$ cat config.mk
export PLATFORM = sky130hd
export DESIGN_NAME = oam_dma
export DESIGN_NICKNAME = d
export VERILOG_FILES = /design/src/rtl/nes_bus_pkg.sv /design/src/rtl/oam_dma.sv
export SDC_FILE = /design/constraint.sdc
export NUM_CORES = 1
export LEC_CHECK = 0
export CAP_MARGIN = 20
export CORE_UTILIZATION = 35
export DETAILED_ROUTE_END_ITERATION = 12
export DONT_BUFFER_PORTS = 1
export PLACE_DENSITY = 0.47
export SYNTH_ARGS = -nofsm -noshare
export SYNTH_HDL_FRONTEND = slang
export SYNTH_SLANG_ARGS = --single-unit
$ cat constraint.sdc
create_clock -name clk -period 3.8 [get_ports clk]
set_input_delay 0 -clock clk [delete_from_list [all_inputs] [get_ports clk]]
set_output_delay 0 -clock clk [all_outputs]
set_load 0.01 [all_outputs]
$ cat src/rtl/nes_bus_pkg.sv
// Shared CPU-bus definitions: sprite-DMA state encoding and fixed register/OAM addresses.
package nes_bus_pkg;

  typedef enum logic [2:0] {
    ST_IDLE,
    ST_HALT,
    ST_ALIGN,
    ST_READ,
    ST_WRITE
  } oam_dma_state_t;

  localparam logic [15:0] OAM_DATA_ADDR    = 16'h2004;
  localparam logic [15:0] OAM_DMA_REG_ADDR = 16'h4014;
  localparam int          OAM_DMA_LEN      = 256;

endpackage

$ cat src/rtl/oam_dma.sv
// Sprite-DMA bus master: stalls the CPU and copies one 256-byte page to $2004, 513/514 cycles, no backpressure.
// OAM_DMA_ALIGN_EN inserts one ALIGN cycle so the first READ always lands on parity 0.
module oam_dma
  import nes_bus_pkg::*;
(
  input  logic        clk,
  input  logic        rst,
  input  logic        start,
  input  logic [7:0]  page,
  output logic        cpu_halt,
  output logic        busy,
  output logic [15:0] bus_addr,
  output logic [7:0]  bus_dout,
  output logic        bus_oe,
  input  logic [7:0]  bus_din,
  output logic        bus_rw_n,
  output logic        bus_cs_n,
  output logic        parity
);

  localparam logic [15:0] OAM_ADDR = OAM_DATA_ADDR;
  localparam logic [7:0]  LAST_IDX = 8'(OAM_DMA_LEN - 1);
`ifdef OAM_DMA_ALIGN_EN
  localparam bit ALIGN_EN = 1'b1;
`else
  localparam bit ALIGN_EN = 1'b0;
`endif

  oam_dma_state_t state;
  logic [7:0]     pg;
  logic [7:0]     idx;

  // Bus strobes default to idle each cycle; only READ/WRITE entries assert them.
  always_ff @(posedge clk or posedge rst) begin
    if (rst) begin
      state    <= ST_IDLE;
      pg       <= 8'h00;
      idx      <= 8'h00;
      parity   <= 1'b0;
      cpu_halt <= 1'b0;
      busy     <= 1'b0;
      bus_addr <= 16'h0000;
      bus_dout <= 8'h00;
      bus_oe   <= 1'b0;
      bus_rw_n <= 1'b1;
      bus_cs_n <= 1'b1;
    end else begin
      parity   <= ~parity;
      bus_cs_n <= 1'b1;
      bus_rw_n <= 1'b1;
      bus_oe   <= 1'b0;
      unique case (state)
        ST_IDLE: begin
          if (start) begin
            pg       <= page;
            idx      <= 8'h00;
            cpu_halt <= 1'b1;
            busy     <= 1'b1;
            state    <= ST_HALT;
          end
        end
        ST_HALT: begin
          // Next cycle has parity ~parity; align when that would be odd.
          if (ALIGN_EN && !parity) begin
            state <= ST_ALIGN;
          end else begin
            state    <= ST_READ;
            bus_addr <= {pg, idx};
            bus_cs_n <= 1'b0;
          end
        end
        ST_ALIGN: begin
          state    <= ST_READ;
          bus_addr <= {pg, idx};
          bus_cs_n <= 1'b0;
        end
        ST_READ: begin
          bus_dout <= bus_din;
          state    <= ST_WRITE;
          bus_addr <= OAM_ADDR;
          bus_cs_n <= 1'b0;
          bus_rw_n <= 1'b0;
          bus_oe   <= 1'b1;
        end
        ST_WRITE: begin
          if (idx == LAST_IDX) begin
            state    <= ST_IDLE;
            cpu_halt <= 1'b0;
            busy     <= 1'b0;
          end else begin
            idx      <= idx + 8'd1;
            state    <= ST_READ;
            bus_addr <= {pg, idx + 8'd1};
            bus_cs_n <= 1'b0;
          end
        end
        default: state <= ST_IDLE;
      endcase
    end
  end

endmodule

==> summary.md <==
| Metric | Value |
|---|---|
| Endpoints failing hold | 0 |
| Post-detailed-placement half-perimeter wirelength | 2.75 mm |
| Total number of vias | 1396 |
| Leakage | 1.19 nW |
| Clock tree from TritonCTS | built |
| Relative contribution of the clock network to total power | 36.5% |
| Quantity of gates resized following cts | 0 |
| Max H-tree Level | 2 |
| FMAX | 453 MHz |
| Biggest area contributors in the synthesized netlist | sky130_fd_sc_hd__dfrtp_1, sky130_fd_sc_hd__mux2_2, sky130_fd_sc_hd__nand2_1 |
| Buffers inserted by post-CTS timing repair | 0 |
| Die area | 0.00645 sq mm |
| Initial Utilization | 36.2% |
| Final-layout setup total negative slack | 0 ns |
| Vias in the first global route | 1516 |
| Layout Area Growth over Synthesis | 15.3% |
| Category of the critical setup timing path | flip-flop to flip-flop |
| Net switching power figure | 0.188 mW |
| Fraction of synthesized cell area taken by the top area cell type | 53.6% |
| Overflow left after global routing | 0 |
| Element type at the critical path end | flip-flop |
| Layout cell share with drive strength beyond 1 | 15.8% |
| Vias per inst | 4.92 |
| Instance area after placement | 0.00217 sq mm |
| RSZ-0062 raised after global routing | no |
| Antenna cell count | 0 |
| Relative slew slack | 36.0% |
| Routed wire per std cell | 14.7 microns |
| Max Root-Sink Buffers | 2 |
| R2R depth | 4 |
| Worst reg2reg setup slack | 1.59 ns |
| Number of antenna-violating nets in the routed design | 0 |
| Crit-path max FO | 23 |
| Initial antenna violation count | 0 |
| Clock-pin slew on the worst setup and hold paths | 0.09 ns |
| Setup skew after layout | 0.00730 ns |
| Peak supply drop | 0.198 mV |
| Comb power frac | 3.5% |
| Worst Hold Class | input pin to async pin |
| CP arrival | 2.39 ns |
| Worst Tran Pin Value | 0.957 ns |
| Max-cap violation count | 0 |
| Commonest non-fill, non-tap cell in the layout | sky130_fd_sc_hd__dfrtp_1 |
| Crit Reg-Reg Startpoint | state[2]$_DFFE_PP0P_ |
| Startpoint type of the worst setup path | flip-flop |
| Biggest area consumer among synthesized cells | sky130_fd_sc_hd__dfrtp_1 |
| Commonest cells after routing, fill and taps aside | sky130_fd_sc_hd__dfrtp_1, sky130_fd_sc_hd__nand2_1, sky130_fd_sc_hd__dlygate4sd3_1 |
| Gpl congestion | 0.757 |
| Clock sink total | 48 |
| Top Ports | 49 |
| Row Count | 28 |
| Total routing resource utilization after global routing | 15.0% |
| Total Power | 0.867 mW |
| Fraction of power consumed by sequential logic | 60.0% |
| Distinct cell type count after synthesis | 42 |
| Endpoint of the worst register-to-register path | bus_addr[1]$_DFFE_PP0P_ |
| Number of register bits inferred by synthesis | 48 |
| Inserted Clock Buffers | 5 |
| Final #Nets | 228 |
| Result of the run | finished clean |
| Final worst-path cycle share | 58.1% |
| Residual DRC count | 0 |
| Horizontal die dimension | 80.3 microns |
| Post-layout instance area | 0.00247 sq mm |
| Largest net degree at the start of global routing | 49 |
| Post-Synthesis Cells | 191 |
| Final worst path period need | 2.21 ns |
| Detailed Route Iter0 Violations | 91 |
| Power per Cell Area | 351 mW/mm^2 |
| Per-instance average area after synthesis | 11.2 sq um |
| Number of pins exceeding their max-slew limit in the final report | 0 |
| Netlist Area Pre-Place | 0.00215 sq mm |
| Required time at the worst-slack endpoint | 3.98 ns |
| Net switching fraction of the power | 21.7% |
| Hold-fix buffers at CTS | 18 |
| Wire length of the first global-routing pass | 7.24 mm |
| Final number of setup-violating endpoints | 0 |
| Count of warnings emitted by yosys | 0 |
| Sequential cell area fraction in the yosys report | 56.1% |
| Core ar. | 0.00592 sq mm |
| Count of input and output buffers | 0 |
| Iteration count of the initial detailed-routing pass | 4 |
| Clock latency reported for the late side of the worst-skew pair | 0.30 ns |
| Synthesized netlist net count | 211 |
| Buffer type at the clock tree root | sky130_fd_sc_hd__clkbuf_8 |
| Total wire length | 4.17 mm |
| Chip height | 80.3 microns |
| Internal Power | 0.679 mW |
-- Yosys cell counts --
cell                        count
sky130_fd_sc_hd__ha_1           1
sky130_fd_sc_hd__buf_4          2
sky130_fd_sc_hd__nor3_1         2
sky130_fd_sc_hd__xor2_1         2
sky130_fd_sc_hd__o22a_1         2
sky130_fd_sc_hd__a31oi_1        1
sky130_fd_sc_hd__and2_4         1
sky130_fd_sc_hd__buf_2          3
sky130_fd_sc_hd__nor3b_2        1
sky130_fd_sc_hd__nand2_1       37
sky130_fd_sc_hd__a2bb2oi_1      2
sky130_fd_sc_hd__nand3_1        4
sky130_fd_sc_hd__a21o_1         3
sky130_fd_sc_hd__and3_1         1
sky130_fd_sc_hd__o21ai_2        2
sky130_fd_sc_hd__o2bb2ai_1      4
sky130_fd_sc_hd__dfstp_2        2
sky130_fd_sc_hd__a22oi_1        1
sky130_fd_sc_hd__mux2_2        13
sky130_fd_sc_hd__and2_1         1
sky130_fd_sc_hd__buf_1          1
sky130_fd_sc_hd__nand4_1        2
sky130_fd_sc_hd__a21bo_2        1
sky130_fd_sc_hd__or3b_1         1
sky130_fd_sc_hd__or3_1          1
sky130_fd_sc_hd__nor3_4         1
sky130_fd_sc_hd__nand3b_1       1
sky130_fd_sc_hd__o21a_1         2
sky130_fd_sc_hd__dfrtp_1       46
sky130_fd_sc_hd__mux2i_1        9
sky130_fd_sc_hd__mux2_4         2
sky130_fd_sc_hd__a21oi_1        1
sky130_fd_sc_hd__o21ai_0        9
sky130_fd_sc_hd__o31ai_1        1
sky130_fd_sc_hd__buf_6          3
sky130_fd_sc_hd__inv_1         14
sky130_fd_sc_hd__xnor2_1        3
sky130_fd_sc_hd__nor2_1         4
sky130_fd_sc_hd__clkinv_1       1
sky130_fd_sc_hd__a311o_1        1
sky130_fd_sc_hd__clkbuf_1       1
sky130_fd_sc_hd__or2_1          1
-- sequential cells by signal, indices dropped and copies added (netlist names) --
signal    flops
bus_oe        1
pg            8
parity        1
state         3
busy          1
bus_addr     16
bus_rw_n      1
bus_cs_n      1
bus_dout      8
idx           8
-- kinds of logic after synthesis --
| family | Yosys count | share of synthesized area (%) |
|---|---|---|
| AOI/OAI and AO/OA | 30 | 10.1 |
| xor gates and xnor gates | 5 | 2.04 |
| buffers and inverters | 25 | 5.95 |
| adders and majority gates | 1 | 0.583 |
| muxes | 24 | 12.4 |
| DFF | 48 | 56.1 |
| and+or+nand+nor | 58 | 12.8 |
-- worst max path at each step --
stage                              start  slack, ns  depth (start not counted)                      end
floorplan             idx[0]$_DFFE_PP0P_       2.11                          6       idx[1]$_DFFE_PP0P_
finish              state[2]$_DFFE_PP0P_       1.59                          4  bus_addr[1]$_DFFE_PP0P_
global placement    state[2]$_DFFE_PP0P_       1.64                          4  bus_addr[1]$_DFFE_PP0P_
CTS                 state[2]$_DFFE_PP0P_       1.55                          4  bus_addr[1]$_DFFE_PP0P_
detailed placement  state[2]$_DFFE_PP0P_       1.56                          4  bus_addr[1]$_DFFE_PP0P_
global route        state[2]$_DFFE_PP0P_       1.41                          4  bus_addr[1]$_DFFE_PP0P_
-- routing by layer --
| metal | wire length [microns] | track usage, % |
|---|---|---|
| met1 | 1850 | 17.6 |
| met2 | 2050 | 26.0 |
| met3 | 232 | 4.77 |
| met4 | 39 | 4.82 |
| met5 | 0 | 0 |
-- worst max-delay path, stage by stage (launching register included) --
cell	delay, ns
sky130_fd_sc_hd__dfrtp_1	0.47
sky130_fd_sc_hd__nand3b_1	0.77
sky130_fd_sc_hd__and2_4	0.43
sky130_fd_sc_hd__a21o_1	0.18
sky130_fd_sc_hd__mux2_4	0.25
-- stage by stage --
step | utilization, % | hold WS [ns] | instances | worst slack [ns]
6_report | 41.8 | 0.178 | 284 | 1.59
5_1_grt | 41.8 | 0.209 | 284 | 1.41
4_1_cts | 41.3 | 0.229 | 282 | 1.55
3_5_place_dp | 36.6 | 0.116 | 256 | 1.56
3_3_place_gp | 36.6 | 0.109 | 256 | 1.64
2_1_floorplan | - | 0.105 | 191 | 2.11
-- power by group through the flow --
stage	Combinational, mW	Sequential [mW]	Clock [mW]
2_1_floorplan	0.0106	0.529	0
3_3_place_gp	0.0135	0.530	0
3_5_place_dp	0.0146	0.530	0
4_1_cts	0.0290	0.520	0.330
5_1_grt	0.0350	0.521	0.350
6_report	0.0307	0.520	0.316
-- cell type report --
type,count,area [sq um]
Fill cell,575,3450
Sequential cell,48,1200
Multi-Input combinational cell,118,815
Timing Repair Buffer,20,211
Tap cell,75,93.8
Clock buffer,7,86.3
Inverter,15,56.3
Clock inverter,1,7.51
Note: power is estimated with default switching activity, not from simulation.
